==> src/rtl/locked_adder_pkg.sv <==
// -----------------------------------------------------------------------------
// locked_adder_pkg
// Shared defaults and helpers for the locked pipelined adder:
//   KEY_W_DEFAULT        default key width in bits
//   CORRECT_KEY_DEFAULT  default unlocking key
//   mask_idx()           selects which key-difference bit masks a given sum bit
// -----------------------------------------------------------------------------
package locked_adder_pkg;

  localparam int KEY_W_DEFAULT = 32;
  localparam logic [31:0] CORRECT_KEY_DEFAULT = 32'h2E77_0869;

  // Sum bit j is masked by difference bit (j mod key_w); keys shorter than the
  // sum simply wrap around.
  function automatic int mask_idx(input int bit_idx, input int key_w);
    return bit_idx % key_w;
  endfunction

endpackage

==> src/rtl/locked_pipelined_adder_xnor_rca_chunk.sv <==
// -----------------------------------------------------------------------------
// xnor_rca_chunk
// Combinational CHUNK-bit ripple-carry adder built around XNOR cells.
// Ports:
//   a_i, b_i  CHUNK-bit operands
//   c_i       carry in
//   s_o       CHUNK-bit sum
//   c_o       carry out of the MSB
// -----------------------------------------------------------------------------
module xnor_rca_chunk #(
  parameter int CHUNK = 4
) (
  input  logic [CHUNK-1:0] a_i,
  input  logic [CHUNK-1:0] b_i,
  input  logic             c_i,
  output logic [CHUNK-1:0] s_o,
  output logic             c_o
);

  logic [CHUNK:0]   carry_s;
  logic [CHUNK-1:0] eq_s;

  // Ripple the carry through the chunk one bit at a time.
  always_comb begin
    carry_s    = {(CHUNK+1){1'b0}};
    s_o        = {CHUNK{1'b0}};
    eq_s       = {CHUNK{1'b0}};
    carry_s[0] = c_i;
    for (int i = 0; i < CHUNK; i++) begin
      // eq is the inverted propagate; xnor-ing it with the carry yields a^b^c.
      eq_s[i]        = a_i[i] ~^ b_i[i];
      s_o[i]         = eq_s[i] ~^ carry_s[i];
      carry_s[i + 1] = (a_i[i] & b_i[i]) | (carry_s[i] & ~eq_s[i]);
    end
    c_o = carry_s[CHUNK];
  end

endmodule

==> src/rtl/locked_pipelined_adder.sv <==
// -----------------------------------------------------------------------------
// locked_pipelined_adder
// Key-locked, chunk-pipelined unsigned adder. S = WIDTH/CHUNK adder stages each
// add one CHUNK-bit slice with the carry registered by the stage before; a
// final output register applies the key mask. Latency is S cycles from the
// accepting edge; a stalled output freezes the whole pipe.
//
// Ports:
//   clk_i        clock, rising edge
//   rst_ni       asynchronous active-low reset
//   in_valid_i   operand pair valid       in_ready_o   block accepts operands
//   add1_i       operand A (WIDTH)        add2_i       operand B (WIDTH)
//   key_load_i   capture keyinput_i       keyinput_i   key value (KEY_W)
//   out_valid_o  result valid             out_ready_i  consumer accepts result
//   result_o     {carry, sum}, masked by (key_q ^ CORRECT_KEY)
//   key_ok_o     key_q equals CORRECT_KEY
//
// Build option: define LOCKED_ADDER_STICKY_KEY_EN to let key_q load only once
// per reset; by default every key_load_i pulse reloads key_q.
// -----------------------------------------------------------------------------
module locked_pipelined_adder
  import locked_adder_pkg::*;
#(
  parameter int               WIDTH       = 16,
  parameter int               CHUNK       = 4,
  parameter int               KEY_W       = KEY_W_DEFAULT,
  parameter logic [KEY_W-1:0] CORRECT_KEY = CORRECT_KEY_DEFAULT
) (
  input  logic             clk_i,
  input  logic             rst_ni,
  input  logic             in_valid_i,
  output logic             in_ready_o,
  input  logic [WIDTH-1:0] add1_i,
  input  logic [WIDTH-1:0] add2_i,
  input  logic             key_load_i,
  input  logic [KEY_W-1:0] keyinput_i,
  output logic             out_valid_o,
  input  logic             out_ready_i,
  output logic [WIDTH:0]   result_o,
  output logic             key_ok_o
);

  localparam int S = WIDTH / CHUNK;

  // Per-stage state. Stage k owns sum bits [(k+1)*CHUNK-1:0] and operand bits
  // above that; the remaining bits of these vectors are don't-care and trim
  // away in synthesis.
  logic             v_q   [S];
  logic             v_d   [S];
  logic             c_q   [S];
  logic             c_d   [S];
  logic [WIDTH-1:0] a_q   [S];
  logic [WIDTH-1:0] a_d   [S];
  logic [WIDTH-1:0] b_q   [S];
  logic [WIDTH-1:0] b_d   [S];
  logic [WIDTH-1:0] sum_q [S];
  logic [WIDTH-1:0] sum_d [S];

  // Chunk adder hookup.
  logic [CHUNK-1:0] ca_s [S];
  logic [CHUNK-1:0] cb_s [S];
  logic [CHUNK-1:0] cs_s [S];
  logic             ci_s [S];
  logic             co_s [S];

  logic             stall_s;
  logic             accept_s;
  logic             out_valid_q;
  logic             out_valid_d;
  logic [WIDTH:0]   result_q;
  logic [WIDTH:0]   result_d;
  logic [KEY_W-1:0] key_q;
  logic [KEY_W-1:0] key_d;
  logic [KEY_W-1:0] diff_s;
  logic [WIDTH-1:0] sum_mask_s;
`ifdef LOCKED_ADDER_STICKY_KEY_EN
  logic             key_used_q;
  logic             key_used_d;
`endif

  // A held result that the consumer refuses freezes every stage.
  assign stall_s     = out_valid_q & ~out_ready_i;
  assign accept_s    = in_valid_i & ~stall_s;
  assign in_ready_o  = ~stall_s;
  assign out_valid_o = out_valid_q;
  assign result_o    = result_q;
  assign key_ok_o    = (key_q == CORRECT_KEY);

  for (genvar k = 0; k < S; k++) begin : g_stage
    if (k == 0) begin : g_first
      assign ca_s[k] = add1_i[CHUNK-1:0];
      assign cb_s[k] = add2_i[CHUNK-1:0];
      assign ci_s[k] = 1'b0;
    end else begin : g_rest
      assign ca_s[k] = a_q[k-1][k*CHUNK +: CHUNK];
      assign cb_s[k] = b_q[k-1][k*CHUNK +: CHUNK];
      assign ci_s[k] = c_q[k-1];
    end

    xnor_rca_chunk #(
      .CHUNK (CHUNK)
    ) u_chunk (
      .a_i (ca_s[k]),
      .b_i (cb_s[k]),
      .c_i (ci_s[k]),
      .s_o (cs_s[k]),
      .c_o (co_s[k])
    );
  end

  // Stage next-state: advance one stage per cycle unless stalled.
  always_comb begin
    for (int k = 0; k < S; k++) begin
      v_d[k]   = v_q[k];
      c_d[k]   = c_q[k];
      a_d[k]   = a_q[k];
      b_d[k]   = b_q[k];
      sum_d[k] = sum_q[k];
    end
    if (stall_s) begin
      for (int k = 0; k < S; k++) begin
        v_d[k] = v_q[k];
      end
    end else begin
      v_d[0]              = accept_s;
      a_d[0]              = add1_i;
      b_d[0]              = add2_i;
      sum_d[0]            = {WIDTH{1'b0}};
      sum_d[0][CHUNK-1:0] = cs_s[0];
      c_d[0]              = co_s[0];
      for (int k = 1; k < S; k++) begin
        v_d[k]                        = v_q[k-1];
        a_d[k]                        = a_q[k-1];
        b_d[k]                        = b_q[k-1];
        sum_d[k]                      = sum_q[k-1];
        sum_d[k][k*CHUNK +: CHUNK]    = cs_s[k];
        c_d[k]                        = co_s[k];
      end
    end
  end

  // Stage registers.
  always_ff @(posedge clk_i or negedge rst_ni) begin
    if (!rst_ni) begin
      for (int k = 0; k < S; k++) begin
        v_q[k]   <= 1'b0;
        c_q[k]   <= 1'b0;
        a_q[k]   <= {WIDTH{1'b0}};
        b_q[k]   <= {WIDTH{1'b0}};
        sum_q[k] <= {WIDTH{1'b0}};
      end
    end else begin
      for (int k = 0; k < S; k++) begin
        v_q[k]   <= v_d[k];
        c_q[k]   <= c_d[k];
        a_q[k]   <= a_d[k];
        b_q[k]   <= b_d[k];
        sum_q[k] <= sum_d[k];
      end
    end
  end

  // Key difference and the per-sum-bit mask derived from it.
  always_comb begin
    diff_s     = key_q ^ CORRECT_KEY;
    sum_mask_s = {WIDTH{1'b0}};
    for (int j = 0; j < WIDTH; j++) begin
      sum_mask_s[j] = diff_s[mask_idx(j, KEY_W)];
    end
  end

  // Output register next-state; the mask uses the key held in the load cycle.
  always_comb begin
    out_valid_d = out_valid_q;
    result_d    = result_q;
    if (stall_s) begin
      out_valid_d = out_valid_q;
      result_d    = result_q;
    end else begin
      out_valid_d = v_q[S-1];
      if (v_q[S-1]) begin
        result_d = {c_q[S-1] ^ (|diff_s), sum_q[S-1] ^ sum_mask_s};
      end else begin
        result_d = result_q;
      end
    end
  end

  // Output registers.
  always_ff @(posedge clk_i or negedge rst_ni) begin
    if (!rst_ni) begin
      out_valid_q <= 1'b0;
      result_q    <= {(WIDTH+1){1'b0}};
    end else begin
      out_valid_q <= out_valid_d;
      result_q    <= result_d;
    end
  end

  // Key next-state; the sticky build honours only the first load after reset.
  always_comb begin
    key_d = key_q;
`ifdef LOCKED_ADDER_STICKY_KEY_EN
    key_used_d = key_used_q;
    if (key_load_i && !key_used_q) begin
      key_d      = keyinput_i;
      key_used_d = 1'b1;
    end else begin
      key_d      = key_q;
      key_used_d = key_used_q;
    end
`else
    if (key_load_i) begin
      key_d = keyinput_i;
    end else begin
      key_d = key_q;
    end
`endif
  end

  // Key registers.
  always_ff @(posedge clk_i or negedge rst_ni) begin
    if (!rst_ni) begin
      key_q <= {KEY_W{1'b0}};
`ifdef LOCKED_ADDER_STICKY_KEY_EN
      key_used_q <= 1'b0;
`endif
    end else begin
      key_q <= key_d;
`ifdef LOCKED_ADDER_STICKY_KEY_EN
      key_used_q <= key_used_d;
`endif
    end
  end

endmodule

==> config.mk <==
export PLATFORM = sky130hd
export DESIGN_NAME = locked_pipelined_adder
export DESIGN_NICKNAME = d
export VERILOG_FILES = /design/src/rtl/locked_adder_pkg.sv /design/src/rtl/locked_pipelined_adder_xnor_rca_chunk.sv /design/src/rtl/locked_pipelined_adder.sv
export SDC_FILE = /design/constraint.sdc
export NUM_CORES = 1
export LEC_CHECK = 0
export BUFFER_PORTS_ARGS = -buffer_cell sky130_fd_sc_hd__buf_2
export CAP_MARGIN = 20
export CORE_MARGIN = 3
export CORE_UTILIZATION = 45
export CTS_CLUSTER_DIAMETER = 100
export DETAILED_ROUTE_END_ITERATION = 7
export HOLD_SLACK_MARGIN = 0.03
export PLACE_DENSITY_LB_ADDON = 0.2
export SYNTH_ARGS = -nofsm -noshare
export SYNTH_HDL_FRONTEND = slang
export SYNTH_SLANG_ARGS = --single-unit
==> constraint.sdc <==
create_clock -name clk_i -period 2.4 [get_ports clk_i]
set_input_delay 0.12 -clock clk_i [delete_from_list [all_inputs] [get_ports clk_i]]
set_output_delay 0.12 -clock clk_i [all_outputs]
set_load 0.05 [all_outputs]
==> flow_summary.yaml, run 1 <==
status:
  status: "complete, no violations"
setup_path:
  cp_slowest_cell: "or4_1"
  cp.arrival_ps: 2200
  ff2ff_path_depth: 8
  cp_slowest_stage_delay_ps: 540
  cp_max_fo: 3
  crit_required_ps: 2280
  crit_chain: "or4_1 -> or4_4 -> nor2_1 -> clkbuf_4"
  regToRegStartpoint: "a_q[28]"
  timing.rr.end: "sum_q[15]"
  critPathLaunchType: "flop"
  endpoint: "key_ok_o"
  criticalPathCategory: "reg2out"
  cp-end-kind: "primary output"
  critPathLaunch: "key_q[24]"
  rrSetupSlack_ps: 260
clock_tree:
  cts.sinks: 146
  cts_tree: "built"
  h-tree-depth: 4
  clk_latency_ps: 420
  cts_max_path_buffers: 2
  clk_pin_slew_ps: 60
  numCtsBuffers: 17
  cts_root_buf: "clkbuf_16"
global_route:
  overflow: 0
  antenna_found_initial: 0
  grt_usage_pct: 16.3
  grt_max_degree: 90
  grt_pass1_wl_um: 18500
  grt_pass1_vias: 3767
final_layout:
  nFillCells: 971
  mostFrequentLayoutCells: "146 x dfrtp_1, 98 x mux2_2, 86 x buf_2"
  drive_gt1_share_pct: 38.0
  final_common_cell: "dfrtp_1"
  area_growth_pct: 31.4
  antennaDiodeCount: 0
  fin_area_um2: 7810
  nNetsFinal: 664
yosys:
  synth_cells: 429
  synth_nets: 514
  yosysTopAreaCell: "dfrtp_1"
  synth_seq_area_share_pct: 61.5
  synth_top_area_share_pct: 61.5
  ys_ff_latch: 146
  synth.area.top_cells: "dfrtp_1 61%, mux2_2 19%, fa_1 5.1%"
  synth_cell_types: 27
  syn_area_um2: 5940
  syn-mean-instance-area_um2: 13.9
  yosysWarnings: 0
placed_design:
  io_buffer_count: 88
  finalWeightedCongestion: 0.753
  placed_area_um2: 6620
  hpwlAfterDp_um: 7220
hold_path:
  min_from: "add2_i[0]"
  holdCritPathClass: "in2reg"
timing:
  setup_viol: 0
  slew_headroom_pct: 50.2
  rsz0062_at_grt: "false"
  period_share_pct: 96.9
  finalMaxSlewViolations: 0
  tightest_slew_ps: 747
  finClkSkew_ps: 8.68
  finalSetupTns_ps: 0
  finalHoldViolations: 0
  max_freq_mhz: 430
  fin_crit_ps: 2320
drt:
  wl_per_cell_um: 14.4
  drt_first_pass_iters: 4
  dr.max_layer_used: "met4"
  viasPerCell: 4.73
  wl_met1_um: 5140
  post-route-drc-count: 0
  drt-initial-drc-count: 223
  route.met3.wl_um: 566
  ant_nets: 0
  num_vias: 3616
  wl_met2_um: 5140
  drt-total-wl_um: 11000
die:
  die_x_um: 121
  start_util_pct: 46.5
  die_y_um: 121
  dieArea_um2: 14600
  pin_count: 89
  std_cell_rows: 41
  coreArea_um2: 12800
pwr:
  irDropWorstVdd_uv: 660
  power.density_nw_per_um2: 1210
  p_leak_nw: 3.55
job:
  cap_violations: 0
[cell families after synthesis]
| family | count (synthesis) | share of synthesized area [%] |
|---|---|---|
| AOI/OAI and AO/OA | 42 | 3.70 |
| xor gates and xnor gates | 16 | 2.36 |
| adders and majority gates | 16 | 5.26 |
| buffers and inverters | 49 | 3.09 |
| DFF | 146 | 61.5 |
| muxes | 104 | 19.7 |
| and+or+nand+nor | 56 | 4.42 |
[stage by stage]
stage / cells / total power [mW] / worst slack, ps / utilization [%] / hold slack (ps)
5_1_grt: 764 / 10.1 / 2.33 / 61.1 / 59.2
4_1_cts: 764 / 9.55 / 20.1 / 61.1 / 38.8
3_3_place_gp: 674 / 6.66 / 315 / 51.8 / -17.6
3_5_place_dp: 674 / 6.81 / 244 / 51.8 / -19.2
6_report: 764 / 9.43 / 75.5 / 61.1 / 49.9
2_1_floorplan: 429 / 5.98 / 238 / - / -176
[per-layer routing]
layer,global-route usage [%],vias to the layer above
met5,0,-
met4,5.74,0
met1,21.8,1771
met3,5.41,13
li1,-,1748
met2,25.2,84
[cell type report]
type                       count  area [um^2]  share of cell area (%)
clock buffer                  30          574                    7.35
clock inverter                 2         35.0                   0.449
inverter                      28          105                    1.35
multi-input combinational    234         2110                    27.1
sequential                   146         3650                    46.8
tap                          172          215                    2.76
timing repair buffer         152         1110                    14.2
[power by group]
part | internal [mW] | switching, mW
clock | 1.70 | 0.925
combinational | 1.31 | 1.56
sequential | 3.38 | 0.549
[flip-flops by register name, summed over array words and instances (netlist names)]
signal       flops
a_q             24
b_q             24
c_q              4
key_q           32
out_valid_o      1
result_o        17
sum_q           40
v_q              4
[repair_timing]
item,in CTS,in global routing
resized for setup,0,1
hold endpoints to repair,203,0
endpoints found under the setup margin,0,1
hold buffers,58,0
setup buffers,0,0
[worst max-delay path, delay by kind of cell (launching register included)]
kind | cells | cell delay, ps
flip-flops | 1 | 380
buffers and inverters | 1 | 240
AND/OR/NAND/NOR | 3 | 1180
[synth_stat cells]
library cell,count
or4_4,1
nand4_2,1
o31ai_2,1
o21ai_1,9
or4_1,1
nor3_1,1
o21ai_0,19
and4b_1,1
nand4_1,2
mux2_2,98
o21a_1,1
nor2_1,13
clkbuf_1,8
mux2_1,6
buf_1,13
xnor2_1,11
nor4_1,2
nand4b_1,1
dfrtp_1,146
a21oi_1,12
fa_1,15
xor2_1,5
nor4b_1,1
inv_1,28
nand2b_1,2
ha_1,1
nand2_1,30
[worst min path at each step]
| stage | cells after the start | slack [ps] | end |
|---|---|---|---|
| floorplan | 0 | -180 | a_q[28] |
| finish | 3 | 50 | sum_q[48] |
| CTS | 3 | 40 | sum_q[48] |
| global route | 3 | 60 | sum_q[48] |
| detailed placement | 1 | -20 | sum_q[0] |
| global placement | 1 | -20 | sum_q[2] |
No activity file was read; power rests on OpenSTA's default activity.
==> run 2, diff against run 1 <==
HOLD_SLACK_MARGIN = 0.15   (was 0.03)
SYNTH_HIERARCHICAL = 1   (was unset)
==> run 2 against run 1 <==
Compared with the run above:
- power up 1.5%
- sequential power barely moved
- hold slack better by 150 ps
- clock power increased by 4%
- sequential cell count unchanged
- critical endpoint unchanged
- largest cell class unchanged
==> flow_summary.yaml, run 2 <==
status:
  status: "complete, no violations"
yosys:
  syn_area_um2: 6090
  synth_cell_types: 25
  synth.area.top_cells: "dfrtp_1 60%, nand2_1 19%, mux2_2 5.9%"
  yosys.area_share.simple_pct: 20.6
  synth_cells: 618
  syn-mean-instance-area_um2: 9.86
  synth_seq_area_share_pct: 60.0
  synth-compound-area-share_pct: 1.64
  ys_ff_latch: 146
  synthTopCellsByCount: "306 x nand2_1, 146 x dfrtp_1, 40 x inv_1"
  synthXorXnorAreaFrac_pct: 2.30
  yosys-mux-area-fraction_pct: 5.91
  synthArstFlopShare_pct: 100
  yosysTopAreaCell: "dfrtp_1"
  synth-edff-count: 0
  yosysMostFrequentCell: "nand2_1"
  synth_top_family_by_area: "simple AND/OR/NAND/NOR gates"
  yosysWarnings: 6
  synth_fa_ha_area_share_pct: 5.26
  synth_top_area_share_pct: 60.0
  synthFlopType: "dfrtp_1"
  synth_nets: 703
timing:
  tightest_slew_ps: 945
  max_freq_mhz: 437
  period_share_pct: 95.3
  slew_headroom_pct: 37.0
  finClkSkew_ps: 7.42
  finalHoldViolations: 0
  fin_crit_ps: 2290
  finalMaxSlewViolations: 0
  finalSetupTns_ps: 0
  setup_viol: 0
  rsz0062_at_grt: "false"
clock_tree:
  cts_root_buf: "clkbuf_16"
  cts_tree: "built"
  cts.sinks: 146
  cts_max_path_buffers: 2
  clk_pin_slew_ps: 60
  post-cts-setup-buffer-count: 0
  numCtsBuffers: 17
  clk_latency_ps: 410
  h-tree-depth: 4
drt:
  post-route-drc-count: 0
  viasPerCell: 4.49
  wl_per_cell_um: 12.3
  num_vias: 4261
  drt-total-wl_um: 11700
  drt_first_pass_iters: 4
  drt-initial-drc-count: 274
  ant_nets: 0
final_layout:
  nFillCells: 1088
  final-seq-area_um2: 3650
  multi_input_comb_area_um2: 2190
  fin_area_um2: 7980
  mostFrequentLayoutCells: "306 x nand2_1, 146 x dfrtp_1, 86 x buf_2"
  largestRegisters: "sum_q x40, key_q x32"
  drive_gt1_share_pct: 20.5
  antennaDiodeCount: 0
  largest_reg_flops: 40
  area_growth_pct: 30.9
  largest-register: "sum_q"
  final_common_cell: "nand2_1"
  nNetsFinal: 850
pwr:
  netSwitchingFraction_pct: 35.1
  irDropWorstVdd_uv: 604
  p_switching_mw: 3.36
  p_int_mw: 6.21
  clockPowerShare_pct: 28.5
  seqPwrFrac_pct: 40.9
  power.density_nw_per_um2: 1200
  p_leak_nw: 4.12
  combPwrFrac_pct: 30.6
setup_path:
  crit_chain: "or4_1 -> or4_4 -> nor2_2 -> buf_6"
  cp-end-kind: "primary output"
  criticalPathCategory: "reg2out"
  crit_required_ps: 2280
  regToRegStartpoint: "a_q[52]"
  cpLargestDelayFamily: "simple AND/OR/NAND/NOR gates"
  cp.arrival_ps: 2170
  critPathLaunch: "key_q[24]"
  timing.rr.end: "sum_q[39]"
  endpoint: "key_ok_o"
  ff2ff_path_depth: 10
  crit_cells: 4
  cp_max_fo: 3
  rrSetupSlack_ps: 210
  crit_buf_inv: 1
  critPathLaunchType: "flop"
  cp_slowest_stage_delay_ps: 540
  cp_slowest_cell: "or4_4"
die:
  die_x_um: 122
  die_y_um: 122
  start_util_pct: 47.1
  std_cell_rows: 41
  pin_count: 89
  coreArea_um2: 12900
  dieArea_um2: 15000
global_route:
  grt_usage_pct: 17.4
  antenna_found_initial: 0
  grt_pass1_vias: 4359
  grt_pass1_wl_um: 20500
  overflow: 0
  grt_max_degree: 99
placed_design:
  io_buffer_count: 88
  hpwlAfterDp_um: 7330
  finalWeightedCongestion: 0.755
  placed_area_um2: 6720
hold_path:
  holdCritPathClass: "in2reg"
job:
  cap_violations: 0
-- run 2: changes by cell type after synthesis, moves of 12 or more --
cell | previous run | this run
inv_1 | 28 | 40
nor2_1 | 13 | 1
a21oi_1 | 12 | 0
nand2_1 | 30 | 306
mux2_2 | 98 | 32
clkbuf_1 | 8 | 23
-- run 2: what timing repair did --
item	CTS	global route
resized for setup	1	2
setup endpoints to repair	1	1
endpoints found under the hold margin	205	0
hold buffers	63	0
-- run 2: through the flow --
| stage | hold WS, ps | util [%] | total power, mW | worst slack (ps) | instances |
|---|---|---|---|---|---|
| 3_5_place_dp | -62.2 | 52.0 | 6.84 | 219 | 855 |
| 2_1_floorplan | -176 | - | 6.03 | 224 | 618 |
| 3_3_place_gp | -61.5 | 52.0 | 6.69 | 289 | 855 |
| 5_1_grt | 238 | 61.7 | 10.4 | 26.5 | 949 |
| 4_1_cts | 160 | 61.7 | 9.71 | 34.3 | 949 |
| 6_report | 196 | 61.7 | 9.57 | 113 | 949 |
-- run 2: final cells by class --
cell class | count | area share [%]
well taps | 172 | 2.70
clock inverters | 10 | 1.98
clock buffers | 21 | 5.77
inverters | 41 | 1.93
flip-flops and latches | 146 | 45.8
multi-input cells | 403 | 27.5
repair buffers | 156 | 14.4
-- run 2: layer usage --
layer | wire, um | track usage (%)
met4 | 104 | 5.95
met2 | 5530 | 27.2
met1 | 5530 | 23.5
met3 | 496 | 4.79
met5 | 0 | 0
-- run 2: worst min-delay path: cells and delay by family --
family | cells | cell delay, ps
adder cells (fa/ha/maj) | 1 | 160
AND/OR/NAND/NOR | 2 | 90
buffers and inverters | 3 | 200
-- run 2: worst min path at each step --
stage	cells past startpoint	end	startpoint	slack, ps
after detailed placement	1	result_o[1]	rst_ni	-60
after global routing	6	sum_q[49]	add2_i[1]	240
after global placement	1	result_o[2]	rst_ni	-60
final	6	sum_q[49]	add2_i[1]	200
after floorplan	0	a_q[28]	rst_ni	-180
after CTS	6	sum_q[51]	add2_i[3]	160
-- run 2: cells by family (layout without fill, tap and decap cells) --
kind of cell / after synthesis / count (layout)
flops: 146 / 146
mux: 32 / 32
fa+ha+maj: 16 / 16
compound gates: 18 / 18
other cells: 1 / 1
simple gates: 320 / 320
buf+inv: 69 / 228
xor+xnor: 16 / 16
-- run 2: power groups by stage --
stage          Clock (mW)  Combinational [mW]  Sequential, mW
5_1_grt              2.91                3.41            4.05
2_1_floorplan           0                1.70            4.33
3_3_place_gp            0                2.77            3.92
4_1_cts              2.80                2.98            3.93
6_report             2.73                2.93            3.92
3_5_place_dp            0                2.88            3.97
